## src/rtl/pwm_capture.sv

```systemverilog
// rtl/pwm_capture.sv - PWM period/high-time capture peripheral with Avalon-MM register access
module pwm_capture #(
    parameter int CNT_WIDTH      = 32,
    parameter int TIMEOUT_CYCLES = 50000000
) (
    input  logic        clk,
    input  logic        reset,
    input  logic [1:0]  address,
    input  logic        read,
    input  logic        write,
    input  logic [31:0] writedata,
    output logic [31:0] readdata,
    output logic        irq,
    input  logic        pwm_i
);

    localparam logic [CNT_WIDTH-1:0] TIMEOUT_VAL = CNT_WIDTH'(TIMEOUT_CYCLES);
    localparam logic [CNT_WIDTH-1:0] CNT_MAX     = '1;

    logic                 s1, s2, s3;
    logic                 rise;
    logic [CNT_WIDTH-1:0] cnt, hcnt;
    logic                 armed;
    logic [CNT_WIDTH-1:0] period_reg, high_reg, shadow;
    logic                 valid, timeout, new_sample;
    logic                 enable, irq_en;
    logic                 ctrl_wr, clear, rd_period;
    logic                 capture, tmo_hit;
    logic                 unused_wdata;

    assign rise      = s2 & ~s3;
    assign ctrl_wr   = write && (address == 2'd3);
    assign clear     = ctrl_wr && writedata[1];
    assign rd_period = read && (address == 2'd0);
    assign capture   = enable && armed && rise;
    // A rise in the timeout cycle counts as a capture, so timeout is suppressed.
    assign tmo_hit   = enable && !rise && (cnt == TIMEOUT_VAL);
    assign irq       = new_sample & irq_en;
    assign unused_wdata = ^writedata[31:3];

    always_ff @(posedge clk or posedge reset) begin
        if (reset) begin
            s1 <= 1'b0;
            s2 <= 1'b0;
            s3 <= 1'b0;
        end else begin
            s1 <= pwm_i;
            s2 <= s1;
            s3 <= s2;
        end
    end

    always_ff @(posedge clk or posedge reset) begin
        if (reset) begin
            cnt   <= '0;
            hcnt  <= '0;
            armed <= 1'b0;
        end else if (clear || !enable) begin
            cnt   <= '0;
            hcnt  <= '0;
            armed <= 1'b0;
        end else if (rise) begin
            cnt   <= CNT_WIDTH'(1);
            hcnt  <= CNT_WIDTH'(1);
            armed <= 1'b1;
        end else begin
            if (cnt != CNT_MAX) begin
                cnt <= cnt + 1'b1;
            end
            if (s2 && hcnt != CNT_MAX) begin
                hcnt <= hcnt + 1'b1;
            end
            if (tmo_hit) begin
                armed <= 1'b0;
            end
        end
    end

    // Capture sets new_sample after the read clears it, so a coincident capture wins.
    always_ff @(posedge clk or posedge reset) begin
        if (reset) begin
            period_reg <= '0;
            high_reg   <= '0;
            shadow     <= '0;
            valid      <= 1'b0;
            timeout    <= 1'b0;
            new_sample <= 1'b0;
        end else if (clear) begin
            period_reg <= '0;
            high_reg   <= '0;
            shadow     <= '0;
            valid      <= 1'b0;
            timeout    <= 1'b0;
            new_sample <= 1'b0;
        end else begin
            if (rd_period) begin
                shadow     <= high_reg;
                new_sample <= 1'b0;
            end
            if (capture) begin
                period_reg <= cnt;
                high_reg   <= hcnt;
                valid      <= 1'b1;
                timeout    <= 1'b0;
                new_sample <= 1'b1;
            end else if (tmo_hit) begin
                period_reg <= '0;
                high_reg   <= '0;
                valid      <= 1'b0;
                timeout    <= 1'b1;
            end
        end
    end

    always_ff @(posedge clk or posedge reset) begin
        if (reset) begin
            enable <= 1'b0;
            irq_en <= 1'b0;
        end else if (ctrl_wr) begin
            enable <= writedata[0];
            irq_en <= writedata[2];
        end
    end

    always_ff @(posedge clk or posedge reset) begin
        if (reset) begin
            readdata <= '0;
        end else if (read) begin
            case (address)
                2'd0:    readdata <= 32'(period_reg);
                2'd1:    readdata <= 32'(shadow);
                2'd2:    readdata <= {28'b0, new_sample, s2, timeout, valid};
                default: readdata <= {29'b0, irq_en, 1'b0, enable};
            endcase
        end
    end

endmodule

```

## config.mk

```make
export PLATFORM = sky130hd
export DESIGN_NAME = pwm_capture
export DESIGN_NICKNAME = d
export VERILOG_FILES = /design/src/rtl/pwm_capture.sv
export SDC_FILE = /design/constraint.sdc
export NUM_CORES = 1
export LEC_CHECK = 0
export ABC_AREA = 1
export CAP_MARGIN = 20
export CORE_ASPECT_RATIO = 0.8
export CORE_MARGIN = 5
export CORE_UTILIZATION = 32
export CTS_CLUSTER_DIAMETER = 50
export DETAILED_ROUTE_END_ITERATION = 16
export HOLD_SLACK_MARGIN = 0.12
export SYNTH_ARGS = -nofsm -noshare
export SYNTH_HDL_FRONTEND = slang
export SYNTH_SLANG_ARGS = --single-unit
export TNS_END_PERCENT = 30
```

## constraint.sdc

```tcl
create_clock -name clk -period 11.2 [get_ports clk]
set_input_delay 2.8 -clock clk [delete_from_list [all_inputs] [get_ports clk]]
set_output_delay 2.8 -clock clk [all_outputs]
set_load 0.05 [all_outputs]
```

Yosys cells after proc, flatten, opt, wreduce, memory -nomap -nowiden
Cells that the tools add are included.
Storage, ports and cells
  register bits after elaboration: 201
  input bits: 39
  output and inout bits: 33
  logic and storage cells: 69
Operators by class
  add/sub/neg operators: 2
  eq/ne operators: 6
  mux-type cells: 25
  bitwise logic cells: 3
  reductions and logical operators: 18
Operators by type and width (count)
  $mux 32: 13
  $pmux 32 s3: 1
  $add 32x1->32 const B: 2
  $ne 32x32->1 const B: 2
  $eq 32x26->1 const B: 1
  $reduce_bool 3->1: 5
  $mux 1: 11
  $logic_and 1x1->1: 8
  $eq 2x2->1 const B: 2
  $and 1x1->1: 2
  $eq 2x1->1 const B: 1
  $logic_not 1->1: 2
  $logic_not 2->1: 1
  $reduce_bool 2->1: 1
  $logic_or 1x1->1: 1
  $not 1->1: 1

Longest topological paths before layout
  depth in word-level cells: 8
  gate-level depth with buffers: 12
  mapped depth without buffers: 11

Least setup slack after synthesis
No wires, ideal clock.
  path type: input to register
  start point: in address[0]
  end point: reg hcnt[12]
  library setup time: 71 ps
  data arrival time: 3799 ps
  required time: 11129 ps
  slack: 7329 ps
  cell stages on the path: 9
  path buffers: 2
  cell sequence: nand2_1 inv_2 nand3_2 nand2_1 nor2_1 buf_6 inv_2 buf_2 nor2_1
On the way
  cells in the longest elaborated chain, start to end: 5
  elaborated cells on any way between the ends: 6
  those cells by class: 1 x eq/ne; 1 x mux; 4 x reduce/logical
RTL lines
  start: declaration: line 8  | input logic [1:0] address,
  $eq 2x2->1 *: line 32  | assign ctrl_wr = write && (address == 2'd3);
  $logic_and 1x1->1 *: line 32
  $logic_and 1x1->1 *: line 33  | assign clear = ctrl_wr && writedata[1];
  $logic_or 1x1->1 *: line 58  | end else if (clear || !enable) begin
  $reduce_bool 3->1 (no line) or $mux 32 (tied branches)
  end signal: assignment: line 71  | hcnt <= hcnt + 1'b1;
  end: declaration: line 22  | logic [CNT_WIDTH-1:0] cnt, hcnt;
Every way passes the cells marked *; elsewhere a longest branch is shown, timed or not.
A chain may end at the register's enable or synchronous reset.

Worst setup path in the final report
  start point: in address[0]
  end point: reg cnt[1]
On the way
  cells in the longest elaborated chain, start to end: 5
  elaborated cells on any way between the ends: 6
  those cells by class: 1 x eq/ne; 1 x mux; 4 x reduce/logical
RTL lines
  $eq 2x2->1 *: line 32
  $logic_and 1x1->1 *: line 32
  $logic_and 1x1->1 *: line 33
  $logic_or 1x1->1 *: line 58
  $reduce_bool 3->1 (no line) or $mux 32 (tied branches)
  end signal: assignment: line 68  | cnt <= cnt + 1'b1;
  end: declaration: line 22
Marks and branches as above.

==> results.ini <==
[sta]
hold_ws_ps = 356
final.setup.worst_slack_ps = 5590
rsz0062_at_grt = no
min_period_ps = 5610
period_share_pct = 50.1
fin_skew_ps = 16.3
worst_pin_slew_ps = 1080
setup_viol_count_final = 0
maxSlewHeadroom_pct = 27.8
hold_viol = 0
slew_violations = 0
max_freq_ghz = 0.178
finalSetupTns_ps = 0

[die]
rows = 57
pin_count = 72
initial_core_util_pct = 32.4
dieArea_sq_mm = 0.0344
chipHeight_microns = 167
core_area_sq_mm = 0.0304
die_x_microns = 206

[route]
ant_nets = 0
dr.first_iter.drc_count = 645
drt-pass1-iter-count = 5
drt_wl_total_microns = 28100
avgRoutedWirePerCell_microns = 16.4
routed_via_density = 4.94
drc = 0
via_count = 8459

[setup_path]
cp-end-kind = register
crit_path_end = cnt[1]
slowest_stage = nand4_1
path_class = input pin to register
start_kind = input pin
startpoint = address[0]
worstPathMaxFanout = 35
path_common_cell = nand2_1
cp.arrival_ps = 6020
slowest_delay_ps = 880
rrSetupSlack_ps = 8330
crit_required_ps = 11610
crit_chain = clkdlybuf4s50_1 > nand2_1 > inv_2 > nand3_2 > buf_4 > nand2_1 > nor2_1 > nand4_1 > o21ai_0
r2r-start = cnt[0]
rr_endpoint = cnt[1]
rr_worst_depth = 7

[grt]
antenna_found_initial = 0
grt_max_degree = 123
overflow = 0
grt_pass1_vias = 8047
grt_pass1_wl_microns = 45100
grt_use_total_pct = 16.1

[logic_synthesis]
synth_cell_type_count = 38
syn_area_sq_mm = 0.00985
ys_warn_count = 0
yosysTopAreaCell = dfrtp_1
synth_fp_nets = 1296
synth_cells = 1254
avgSynthCellArea_sq_um = 7.86
ys_ff_latch = 201
synth_top_area_share_pct = 51.0
seq_area_frac_synth_pct = 51.0
synth_area_leaders = dfrtp_1 51%, nand2_1 14%, nand3_1 8.6%

[final_layout]
final_common_cell = nand2_1
layout_common_cells = 364 x nand2_1, 201 x dfrtp_1, 169 x nand3_1, 126 x inv_1, 124 x nor2_1
drive_gt1_share_pct = 6.07
fin_nets = 1324
area_delta_synth_final_pct = 17.5
antenna_cells = 0

[clock_tree]
clock_latency_ps = 540
cts_htree_levels = 1
hold_buffers = 0
clockBufferDepth = 3
cts_tree = yes
clkTransAtPathRegs_ps = 60
cts-resized-gates = 0
clockRootBuffer = clkbuf_16
cts_setup_buffers = 0
cts_buffers = 25
clkSinkCount = 201

[run_status]
outcome = complete, no violations

[min_path]
holdPathStages = 0
hold_start = s1
hold_path.class = register to register

[power]
finalPower_mw = 1.78
power_density_mw_per_mm2 = 154
power_leakage_nw = 5.19
vdd_drop_max_uv = 103

[placement]
dp_hpwl_microns = 19200
gp_congestion = 0.891
numPortBuffers = 42
pre_cts_ws_ps = 5110

[run]
maxCapViolCount = 0

through the flow:
step | area, sq um | utilization (%) | instances
floorplan | 9850 | - | 1254
global placement | 10600 | 34.9 | 1666
detailed placement | 10600 | 34.9 | 1666
CTS | 11500 | 37.9 | 1712
global route | 11600 | 38.1 | 1714
finish | 11600 | 38.1 | 1714
how the worst min path moves through the flow:
stage	to	slack [ps]
2_1_floorplan	s2	330
5_1_grt	s2	360
4_1_cts	s2	360
3_5_place_dp	s2	350
6_report	s2	360
3_3_place_gp	s2	330
routing by layer:
layer | vias to the layer above | track usage [%] | routed length [microns]
met4 | 0 | 2.81 | 429
li1 | 4152 | - | -
met3 | 32 | 2.26 | 1680
met1 | 4046 | 25.4 | 13800
met2 | 229 | 23.7 | 12200
met5 | - | 0 | 0
kinds of logic (layout without fill, tap and decap cells):
family          after synthesis  count (layout)  share of synthesized area, %
flops                       201             201                          51.0
xor+xnor                      4               4                         0.355
fa+ha+maj                     3               3                         0.381
simple gates                724             724                          31.5
compound gates              133             133                          8.48
buf+inv                     188             235                          8.10
mux                           1               1                         0.114
cell usage after synthesis, drive strengths merged:
cell type    n
ha           3
nand3      172
buf         28
clkbuf      24
a21boi       1
clkinv       4
nand2      369
nor3        20
a31oi        6
a21oi       17
xor2         4
o2111ai      1
o221ai      28
inv        132
o211ai       4
or2          3
o41ai        1
and2         1
nor2       130
dfrtp      201
nand4       28
nor3b        1
o21bai      12
mux2         1
o21ai       63
power breakdown:
part / switching [mW] / internal (mW) / leakage [nW]
registers: 0.0195 / 0.744 / 2.78
clock network: 0.320 / 0.573 / 0.445
logic: 0.0923 / 0.0309 / 1.97
critical path, delay by kind of cell:
kind / cells / cell delay [ps]
buf+inv: 3 / 920
simple gates: 5 / 1820
compound gates: 1 / 470
layout make-up:
cell class                 count  area [sq um]
timing repair buffer          53           543
clock inverter                11           226
clock buffer                  35           693
multi-input combinational    865          4050
fill                        3152         18800
tap                          413           517
sequential                   201          5030
inverter                     136           518
Note: power is estimated with default switching activity, not from simulation.
